--- config.mk ---
export PLATFORM = sky130hd
export DESIGN_NAME = data_mem_responder
export DESIGN_NICKNAME = d
export VERILOG_FILES = /design/src/rtl/data_mem_responder_pkg.sv /design/src/rtl/data_mem_responder_mem_lane_fmt.sv /design/src/rtl/data_mem_responder.sv
export SDC_FILE = /design/constraint.sdc
export NUM_CORES = 2
export LEC_CHECK = 0
export CORE_UTILIZATION = 40
export DETAILED_ROUTE_END_ITERATION = 12
export DONT_BUFFER_PORTS = 1
export GPL_TIMING_DRIVEN = 0
export PLACE_DENSITY = 0.54
export REMOVE_ABC_BUFFERS = 1
export SETUP_SLACK_MARGIN = 0.4
export SLEW_MARGIN = 10
export SYNTH_ARGS = -nofsm -noshare
export SYNTH_HDL_FRONTEND = slang
export SYNTH_SLANG_ARGS = --single-unit
export TNS_END_PERCENT = 50
--- constraint.sdc ---
create_clock -name clk -period 4.6 [get_ports clk]
set_clock_uncertainty 0.1 [all_clocks]
set_input_delay 0.46 -clock clk [delete_from_list [all_inputs] [get_ports clk]]
set_output_delay 0.46 -clock clk [all_outputs]
set_load 0.01 [all_outputs]
--- src/rtl/data_mem_responder_pkg.sv ---
// rtl/data_mem_responder_pkg.sv - shared funct3 and FSM state encodings
// Ports: none (package).
package data_mem_responder_pkg;

  // RV32I load funct3 encodings
  localparam logic [2:0] F3_LB  = 3'b000;
  localparam logic [2:0] F3_LH  = 3'b001;
  localparam logic [2:0] F3_LW  = 3'b010;
  localparam logic [2:0] F3_LBU = 3'b100;
  localparam logic [2:0] F3_LHU = 3'b101;

  // RV32I store funct3 encodings
  localparam logic [2:0] F3_SB  = 3'b000;
  localparam logic [2:0] F3_SH  = 3'b001;
  localparam logic [2:0] F3_SW  = 3'b010;

  typedef enum logic [1:0] {
    ST_IDLE = 2'd0,
    ST_WAIT = 2'd1,
    ST_RESP = 2'd2
  } state_e;

endpackage

--- src/rtl/data_mem_responder_mem_lane_fmt.sv ---
// rtl/data_mem_responder_mem_lane_fmt.sv - byte-lane alignment, load extension, error detection
// Ports:
//   is_write  in   1 = store, 0 = load
//   funct3    in   RV32I load/store funct3
//   addr_lo   in   byte offset within the word
//   wdata     in   right-aligned store data
//   rword     in   full memory word at the addressed location
//   wmask     out  byte-lane write enables (all zero for loads and errors)
//   wdata_al  out  store data shifted into its byte lanes
//   rdata     out  extracted and extended load data (zero for stores and errors)
//   err       out  misaligned access or illegal funct3
module mem_lane_fmt
  import data_mem_responder_pkg::*;
#(
  parameter int N = 32
) (
  input  logic           is_write,
  input  logic [2:0]     funct3,
  input  logic [1:0]     addr_lo,
  input  logic [N-1:0]   wdata,
  input  logic [N-1:0]   rword,
  output logic [N/8-1:0] wmask,
  output logic [N-1:0]   wdata_al,
  output logic [N-1:0]   rdata,
  output logic           err
);

  logic           illegal_f3;
  logic           misalign;
  logic [4:0]     shamt;
  logic [N/8-1:0] base_mask;
  logic [N-1:0]   shifted;

  always_comb begin
    if (is_write) begin
      illegal_f3 = (funct3 > F3_SW);
    end else begin
      illegal_f3 = !(funct3 == F3_LB || funct3 == F3_LH || funct3 == F3_LW ||
                     funct3 == F3_LBU || funct3 == F3_LHU);
    end

    // funct3[1:0] encodes the access size for every legal load/store
    misalign = ((funct3[1:0] == 2'b01) && addr_lo[0]) ||
               ((funct3[1:0] == 2'b10) && (addr_lo != 2'b00));
    err = illegal_f3 || misalign;

    shamt = {addr_lo, 3'b000};

    case (funct3[1:0])
      2'b00:   base_mask = {{(N/8-1){1'b0}}, 1'b1};
      2'b01:   base_mask = {{(N/8-2){1'b0}}, 2'b11};
      default: base_mask = '1;
    endcase

    wmask    = (is_write && !err) ? (base_mask << addr_lo) : '0;
    wdata_al = wdata << shamt;

    shifted = rword >> shamt;
    case (funct3)
      F3_LB:   rdata = {{(N-8){shifted[7]}}, shifted[7:0]};
      F3_LH:   rdata = {{(N-16){shifted[15]}}, shifted[15:0]};
      F3_LW:   rdata = shifted;
      F3_LBU:  rdata = {{(N-8){1'b0}}, shifted[7:0]};
      F3_LHU:  rdata = {{(N-16){1'b0}}, shifted[15:0]};
      default: rdata = '0;
    endcase
    if (is_write || err) begin
      rdata = '0;
    end
  end

endmodule

--- src/rtl/data_mem_responder.sv ---
// rtl/data_mem_responder.sv - single-outstanding load/store memory responder with wait states
// Ports:
//   clk, rst               clock, synchronous active-low reset
//   req_valid/req_ready    request handshake (ready only in IDLE and out of reset)
//   req_write, req_addr    store/load select, byte address
//   req_funct3, req_wdata  RV32I size/sign code, right-aligned store data
//   rsp_valid/rsp_ready    response handshake
//   rsp_rdata, rsp_err     extended load data, error flag
module data_mem_responder
  import data_mem_responder_pkg::*;
#(
  parameter int N           = 32,
  parameter int MEM_ADDR    = 8,
  parameter int WAIT_CYCLES = 2
) (
  input  logic                clk,
  input  logic                rst,
  input  logic                req_valid,
  output logic                req_ready,
  input  logic                req_write,
  input  logic [MEM_ADDR-1:0] req_addr,
  input  logic [2:0]          req_funct3,
  input  logic [N-1:0]        req_wdata,
  output logic                rsp_valid,
  input  logic                rsp_ready,
  output logic [N-1:0]        rsp_rdata,
  output logic                rsp_err
);

  localparam int         DEPTH     = 2 ** (MEM_ADDR - 2);
  localparam logic [3:0] WAIT_INIT = 4'(WAIT_CYCLES);

  logic [N-1:0] mem_q [DEPTH];

  state_e              state_q, state_d;
  logic [3:0]          cnt_q, cnt_d;
  logic                wr_q, wr_d;
  logic [MEM_ADDR-1:0] addr_q, addr_d;
  logic [2:0]          f3_q, f3_d;
  logic [N-1:0]        wdata_q, wdata_d;
  logic                rsp_valid_q, rsp_valid_d;
  logic [N-1:0]        rsp_rdata_q, rsp_rdata_d;
  logic                rsp_err_q, rsp_err_d;

  logic                accept;
  logic                enter_resp;
  logic                cur_write;
  logic [MEM_ADDR-1:0] cur_addr;
  logic [2:0]          cur_f3;
  logic [N-1:0]        cur_wdata;
  logic [N/8-1:0]      lane_wmask;
  logic [N-1:0]        lane_wdata;
  logic [N-1:0]        lane_rdata;
  logic                lane_err;

  assign req_ready = rst && (state_q == ST_IDLE);
  assign accept    = req_valid && req_ready;
  assign rsp_valid = rsp_valid_q;
  assign rsp_rdata = rsp_rdata_q;
  assign rsp_err   = rsp_err_q;

  // With zero wait states the access completes on the accept edge itself,
  // so the lane formatter must see the live request rather than the latch.
  assign cur_write = (state_q == ST_IDLE) ? req_write  : wr_q;
  assign cur_addr  = (state_q == ST_IDLE) ? req_addr   : addr_q;
  assign cur_f3    = (state_q == ST_IDLE) ? req_funct3 : f3_q;
  assign cur_wdata = (state_q == ST_IDLE) ? req_wdata  : wdata_q;

  mem_lane_fmt #(.N(N)) u_lane_fmt (
    .is_write (cur_write),
    .funct3   (cur_f3),
    .addr_lo  (cur_addr[1:0]),
    .wdata    (cur_wdata),
    .rword    (mem_q[cur_addr[MEM_ADDR-1:2]]),
    .wmask    (lane_wmask),
    .wdata_al (lane_wdata),
    .rdata    (lane_rdata),
    .err      (lane_err)
  );

  always_comb begin
    state_d     = state_q;
    cnt_d       = cnt_q;
    wr_d        = wr_q;
    addr_d      = addr_q;
    f3_d        = f3_q;
    wdata_d     = wdata_q;
    rsp_valid_d = rsp_valid_q;
    rsp_rdata_d = rsp_rdata_q;
    rsp_err_d   = rsp_err_q;
    enter_resp  = 1'b0;

    case (state_q)
      ST_IDLE: begin
        if (accept) begin
          wr_d    = req_write;
          addr_d  = req_addr;
          f3_d    = req_funct3;
          wdata_d = req_wdata;
          if (WAIT_CYCLES == 0) begin
            state_d    = ST_RESP;
            enter_resp = 1'b1;
          end else begin
            state_d = ST_WAIT;
            cnt_d   = WAIT_INIT;
          end
        end
      end
      ST_WAIT: begin
        // counter holds the remaining wait cycles including the current one
        if (cnt_q <= 4'd1) begin
          state_d    = ST_RESP;
          cnt_d      = 4'd0;
          enter_resp = 1'b1;
        end else begin
          cnt_d = cnt_q - 4'd1;
        end
      end
      ST_RESP: begin
        if (rsp_ready) begin
          state_d     = ST_IDLE;
          rsp_valid_d = 1'b0;
          rsp_rdata_d = '0;
          rsp_err_d   = 1'b0;
        end
      end
      default: state_d = ST_IDLE;
    endcase

    if (enter_resp) begin
      rsp_valid_d = 1'b1;
      rsp_rdata_d = lane_rdata;
      rsp_err_d   = lane_err;
    end
  end

  always_ff @(posedge clk) begin
    if (!rst) begin
      state_q     <= ST_IDLE;
      cnt_q       <= 4'd0;
      wr_q        <= 1'b0;
      addr_q      <= '0;
      f3_q        <= 3'b000;
      wdata_q     <= '0;
      rsp_valid_q <= 1'b0;
      rsp_rdata_q <= '0;
      rsp_err_q   <= 1'b0;
    end else begin
      state_q     <= state_d;
      cnt_q       <= cnt_d;
      wr_q        <= wr_d;
      addr_q      <= addr_d;
      f3_q        <= f3_d;
      wdata_q     <= wdata_d;
      rsp_valid_q <= rsp_valid_d;
      rsp_rdata_q <= rsp_rdata_d;
      rsp_err_q   <= rsp_err_d;
    end
  end

  // Stores commit on the edge entering RESP; wmask is zero for loads/errors.
  always_ff @(posedge clk) begin
    if (!rst) begin
      for (int w = 0; w < DEPTH; w++) begin
        mem_q[w] <= '0;
      end
    end else if (enter_resp) begin
      for (int b = 0; b < N / 8; b++) begin
        if (lane_wmask[b]) begin
          mem_q[cur_addr[MEM_ADDR-1:2]][8*b +: 8] <= lane_wdata[8*b +: 8];
        end
      end
    end
  end

endmodule

After elaboration in Yosys (flattened, before gate mapping)
Memories as Yosys holds them, arrays and structs flattened.
Index checks and enable logic that the tools add are counted.
{"block": "word_totals", "reg_bits": 84, "latchBits": 0, "mem_bits_rw": 2048, "romBits": 0, "output_inout_bits": 35, "elab_cells": 98, "n_memories": 1}
{"block": "classes", "add_sub_neg": 1, "n_mul": 0, "n_div": 0, "n_lt_le_gt_ge": 2, "eq_ne": 11, "n_shift": 3, "muxes": 45, "n_bitwise": 0, "n_reduce_logical": 26}
{"name": "mem_q", "words": 64, "word_bits": 32, "read_ports": 1, "rd_ports_with_merged_regs": 0, "write_ports": 64, "line_no": "data_mem_responder.sv:33", "rtl": "logic [N-1:0] mem_q [DEPTH];"}
{"operator": "two-way mux 32 bit", "count": 6}
{"operator": "one-hot mux 32 bit (5 select lines)", "count": 1}
{"operator": "OR reduction 32 bit", "count": 1}
{"operator": "<< shifter 32 x 5 -> 32 bit", "count": 1}
{"operator": "right shift 32 x 5 -> 32 bit", "count": 1}
{"operator": "two-way mux 1 bit", "count": 25}
{"operator": "two-way mux 4 bit", "count": 4}
{"operator": "one-hot mux 4 bit (2 select lines)", "count": 2}
{"operator": "two-way mux 8 bit", "count": 1}
{"operator": "nonzero test 2 bit", "count": 4}
{"operator": "logical OR 1 bit", "count": 7}
{"operator": "== test 3 bit (second input constant)", "count": 2}
{"operator": "two-way mux 2 bit", "count": 3}
{"operator": "two-way mux 6 bit", "count": 1}
{"operator": "inequality test 2 bit (second input constant)", "count": 3}
{"operator": "one-hot mux 2 bit (3 select lines)", "count": 1}
{"operator": "AND reduction 2 bit", "count": 3}
{"operator": "logical AND 1 bit", "count": 5}
{"operator": "== test 2 x 1 -> 1 bit (second input constant)", "count": 2}
{"operator": "== test 2 bit (second input constant)", "count": 2}
{"operator": "less-or-equal comparator 4 x 1 -> 1 bit (second input constant)", "count": 1}
{"operator": "logical NOT 2 bit", "count": 2}
{"operator": "<< shifter 4 x 2 -> 4 bit", "count": 1}
{"operator": "subtractor 4 x 1 -> 4 bit (second input constant)", "count": 1}
{"operator": "other kinds (7)", "count": 8}

Longest topological paths before layout
{"block": "depth", "word_depth": 19, "mapped_depth": 17}

By module
A second synthesis with hierarchy kept.
{"block": "hier_totals", "hier_cells": 7906, "hier_area_um2": 98530.7}
{"mod": "data_mem_responder", "instances": 1, "cells_per_inst": 7668, "area_per_inst_um2": 96884.2, "seq_area_each_um2": 63180.6}
{"mod": "mem_lane_fmt", "instances": 1, "cells_per_inst": 238, "area_per_inst_um2": 1646.6, "seq_area_each_um2": 0.0}

Worst setup path before layout
Ideal clock, no wire load.
{"block": "synth_timing", "kind": "reg2reg", "start": "register state_q[1]", "end": "memory mem_q[0][24] (enable)", "arrival_ns": 3.147, "slack_ns": 0.969, "stages_incl_launch_ff": 12, "period_less_slack_ns": 3.631, "path_cell_list": "dfxtp_1 -> buf_2 -> nor2_2 -> mux2_2 -> o32ai_1 -> a22oi_1 -> nor2_2 -> nand3_2 -> or2_2 -> clkbuf_1 -> clkbuf_1 -> o21ai_0"}
{"element": "start: declaration", "line_no": "data_mem_responder.sv:35", "rtl": "state_e state_q, state_d;"}
{"element": "start signal: assignment", "line_no": "data_mem_responder.sv:149", "rtl": "state_q <= state_d;"}
{"element": "end: declaration", "line_no": "data_mem_responder.sv:33"}

Worst setup path after layout
{"block": "layout_timing", "start": "register state_q[0]", "end": "register rsp_rdata_q[13] (netlist: rsp_rdata[13])"}
{"block": "layout_between", "elab_chain_len": 13, "word_cells_on_any_way": 35, "classes_between": "1 x order compare; 8 x eq/ne; 1 x shift; 8 x mux; 16 x reduce/logical; 1 x memory"}
{"element": "branches (longest 13 deep; another with memory read (64 x 32 bit))"}
{"element": "end signal: assignment", "line_no": "data_mem_responder.sv:156", "rtl": "rsp_rdata_q <= rsp_rdata_d;"}
{"element": "end: declaration", "line_no": "data_mem_responder.sv:42", "rtl": "logic [N-1:0] rsp_rdata_q, rsp_rdata_d;"}
Several ways; the timed one is not identified.
A chain may end at the register's enable or synchronous reset.

==> impl_metrics.json <==
{
  "num_rows": 175,
  "wl_per_cell_um": 34.5,
  "clk_pin_slew_worst_paths_ps": 60,
  "yosys_warnings": 0,
  "reg2reg_from": "state_q[0]",
  "slowest_stage": "or4_4",
  "finalPower_mw": 48.3,
  "cts_tree": "yes",
  "period_share_pct": 98.1,
  "critPathMaxStageDelay_ps": 730,
  "synth_top_area_cell": "edfxtp_1",
  "fp.dieW_um": 482,
  "min_path_cells": 5,
  "worstPathRequired_ps": 5340,
  "clock_latency_ps": 900,
  "synth_top_area_share_pct": 66.8,
  "netlist_area_mm2": 0.0921,
  "htreeDepth": 4,
  "grt-ovfl-total": 0,
  "track_usage_pct": 32.4,
  "drc_errors": 0,
  "port_buffers": 0,
  "synth-seq-cells": 2132,
  "hpwl_um": 240000,
  "async_flop_share_pct": 0,
  "min_period_ps": 4510,
  "path_delay_family": "compound AO/OA/AOI/OAI gates",
  "initial_utilization_pct": 40.4,
  "tightest_slew_ps": 1390,
  "grt_pass1_vias": 67078,
  "ys_types": 85,
  "crit_arrival_ps": 5250,
  "die-area_mm2": 0.232,
  "setup_violations": 0,
  "grt_max_degree": 219,
  "critical_path_class": "reg2reg",
  "ys.flop_type": "edfxtp_1",
  "postRouteAntennaNets": 0,
  "cp-end-kind": "register",
  "avgSynthCellArea_um2": 11.5,
  "irDropWorstVdd_uv": 478,
  "die_y_um": 482,
  "drive_above_1_share_pct": 16.2,
  "grt_pass1_wl_um": 527000,
  "cts.path.max_buffers": 3,
  "r2r_setup_slack_ps": 90,
  "crit_buf_inv": 6,
  "synth_area_leaders": "edfxtp_1 (67%), nor2_1 (9.2%), o22ai_1 (3.8%), a21oi_1 (2.2%), nand2_1 (2.2%)",
  "area_growth_pct": 19.3,
  "slew_headroom_pct": 6.87,
  "synthCells": 8035,
  "p_per_area_mw_per_mm2": 439,
  "drv_slew": 0,
  "clock.fmax_mhz": 222,
  "rsz0062_at_grt": "true",
  "path_common_cell": "buf_6",
  "clkSinkCount": 2132,
  "clockRootBuffer": "clkbuf_16",
  "synthTopCellsByCount": "nor2_1 (2249), edfxtp_1 (2048), o22ai_1 (562)",
  "core-area_mm2": 0.228,
  "gp_congestion": 0.877,
  "ios": 83,
  "via_per_inst": 6.45,
  "worstPathCellList": "buf_4 > o21a_2 > a22oi_2 > buf_8 > buf_6 > buf_6 > buf_6 > buf_6 > o22ai_1 > o41ai_4 > nand4_1 > or4_4 > o21ai_0 > a221oi_1 > nand2_1",
  "hold_slack_ps": 54.9,
  "yosysSeqAreaShare_pct": 68.6,
  "drt_iter0_drc": 11954,
  "hp-class": "in2reg",
  "post_dp_cell_area_mm2": 0.0993,
  "reg2reg_depth": 15,
  "fin_nets": 8099,
  "hold_end": "rsp_rdata[28]",
  "wirelength_um": 388000,
  "yosysMostFrequentCell": "nor2_1",
  "maxCapViolCount": 0,
  "worstHoldStart": "req_funct3[2]",
  "vias": 72548,
  "power_leakage_nw": 36.9,
  "worstSetupStartpointType": "register",
  "worstPathMaxFanout": 12,
  "final_hold_viol_count": 0,
  "finalInstanceArea_mm2": 0.110,
  "numCtsBuffers": 218,
  "synth-edff-count": 2048,
  "drt-pass1-iter-count": 7,
  "status": "complete, no violations",
  "grt_antenna_before_repair": 19,
  "r2r-end": "rsp_rdata[13]"
}
-- through the flow --
| step | util [%] | setup TNS [ps] | setup slack (ps) | instances |
|---|---|---|---|---|
| final | 48.2 | 0 | 88.0 | 11247 |
| after global routing | 48.2 | 0 | 136 | 11241 |
| after CTS | 47.4 | 0 | 149 | 11153 |
| after detailed placement | 43.5 | -5789570 | -2800 | 10626 |
| after global placement | 40.4 | - | -21180 | 10235 |
| after floorplan | - | - | -6810 | 7226 |
-- kinds of logic after synthesis --
group,count (synthesis),share of synthesized area (%)
muxes,87,1.05
DFF,2132,68.6
buffers and inverters,821,4.10
adders and majority gates,2,0.0272
AOI/OAI and AO/OA,1758,11.9
and+or+nand+nor,3235,14.3
-- where the power goes --
group          switching, mW  internal [mW]  total (mW)  leakage [nW]
combinational           6.03           2.79        8.83          11.9
clock                   7.76           9.44        17.2          3.26
sequential             0.336           21.9        22.2          21.8
-- registers in the layout, summed over array words and instances (netlist names) --
name	count
f3_q	3
state_q	2
rsp_err	1
rsp_valid	1
rsp_rdata	32
wdata_q	32
wr_q	1
addr_q	8
cnt_q	4
mem_q	2048
-- layout by cell type (no fill, tap or decap), types with 35 or more instances in the layout --
| cell type | netlist | layout |
|---|---|---|
| dfxtp_1 | 84 | 78 |
| o21ai_0 | 341 | 77 |
| buf_12 | 0 | 94 |
| clkbuf_16 | 0 | 231 |
| nor3_1 | 100 | 87 |
| mux2i_1 | 63 | 58 |
| buf_16 | 0 | 92 |
| nand2_4 | 0 | 61 |
| o21ai_2 | 0 | 115 |
| buf_4 | 30 | 238 |
| dlygate4sd3_1 | 0 | 62 |
| clkbuf_1 | 469 | 54 |
| o22ai_1 | 562 | 559 |
| a22oi_1 | 71 | 67 |
| clkinv_1 | 0 | 57 |
| buf_6 | 46 | 56 |
| clkinv_2 | 0 | 36 |
| a211oi_1 | 66 | 66 |
| a21oi_1 | 403 | 398 |
| edfxtp_1 | 2048 | 2048 |
| nand2_1 | 534 | 442 |
| nor2_2 | 55 | 60 |
| nor4_1 | 105 | 74 |
| o221ai_1 | 86 | 86 |
| buf_8 | 0 | 35 |
| o21ai_1 | 22 | 138 |
| nor2_1 | 2249 | 2231 |
| nand3_1 | 54 | 53 |
-- timing repair --
item                       in CTS  in global routing
pin swaps                      25                 48
hold endpoints to repair      239                  8
setup endpoints to repair    4128               1866
gates resized for setup       235                146
hold buffers                   63                  1
cloned                         13                 10
buffers inserted               54                 71
-- final cells by class --
type | count | area [µm²]
clock inverter | 115 | 825
clock buffer | 282 | 5840
inverter | 12 | 45.0
fill | 20186 | 118000
antenna | 12 | 30.0
tap | 3009 | 3760
multi-input combinational | 5094 | 27900
sequential | 2132 | 63200
timing repair buffer | 591 | 8310
-- tightest hold or removal path, delay by kind of cell --
family          cells  cell delay (ps)
simple gates        4              330
compound gates      1              200
-- metal layers --
layer,GRT usage [%],wire length [µm],part of all wire (%),vias to the layer above
met5,0.373,78,0.020,-
met1,42.1,141000,36,36406
met3,8.35,49300,13,1169
li1,-,-,-,29432
met2,48.3,168000,43,5531
met4,20.1,28500,7.4,10
-- how the worst max path moves through the flow --
stage                    start            end  slack (ps)  depth (start not counted)
finish              state_q[0]  rsp_rdata[13]          90                         15
global route        state_q[0]  mem_q[31][10]         140                         14
CTS                 state_q[0]  rsp_rdata[13]         150                         13
detailed placement  state_q[0]    mem_q[1][2]       -2800                          9
global placement    state_q[0]   mem_q[55][9]      -21180                          5
floorplan           state_q[0]  mem_q[22][10]       -6810                          5
No activity file was read; power rests on OpenSTA's default activity.
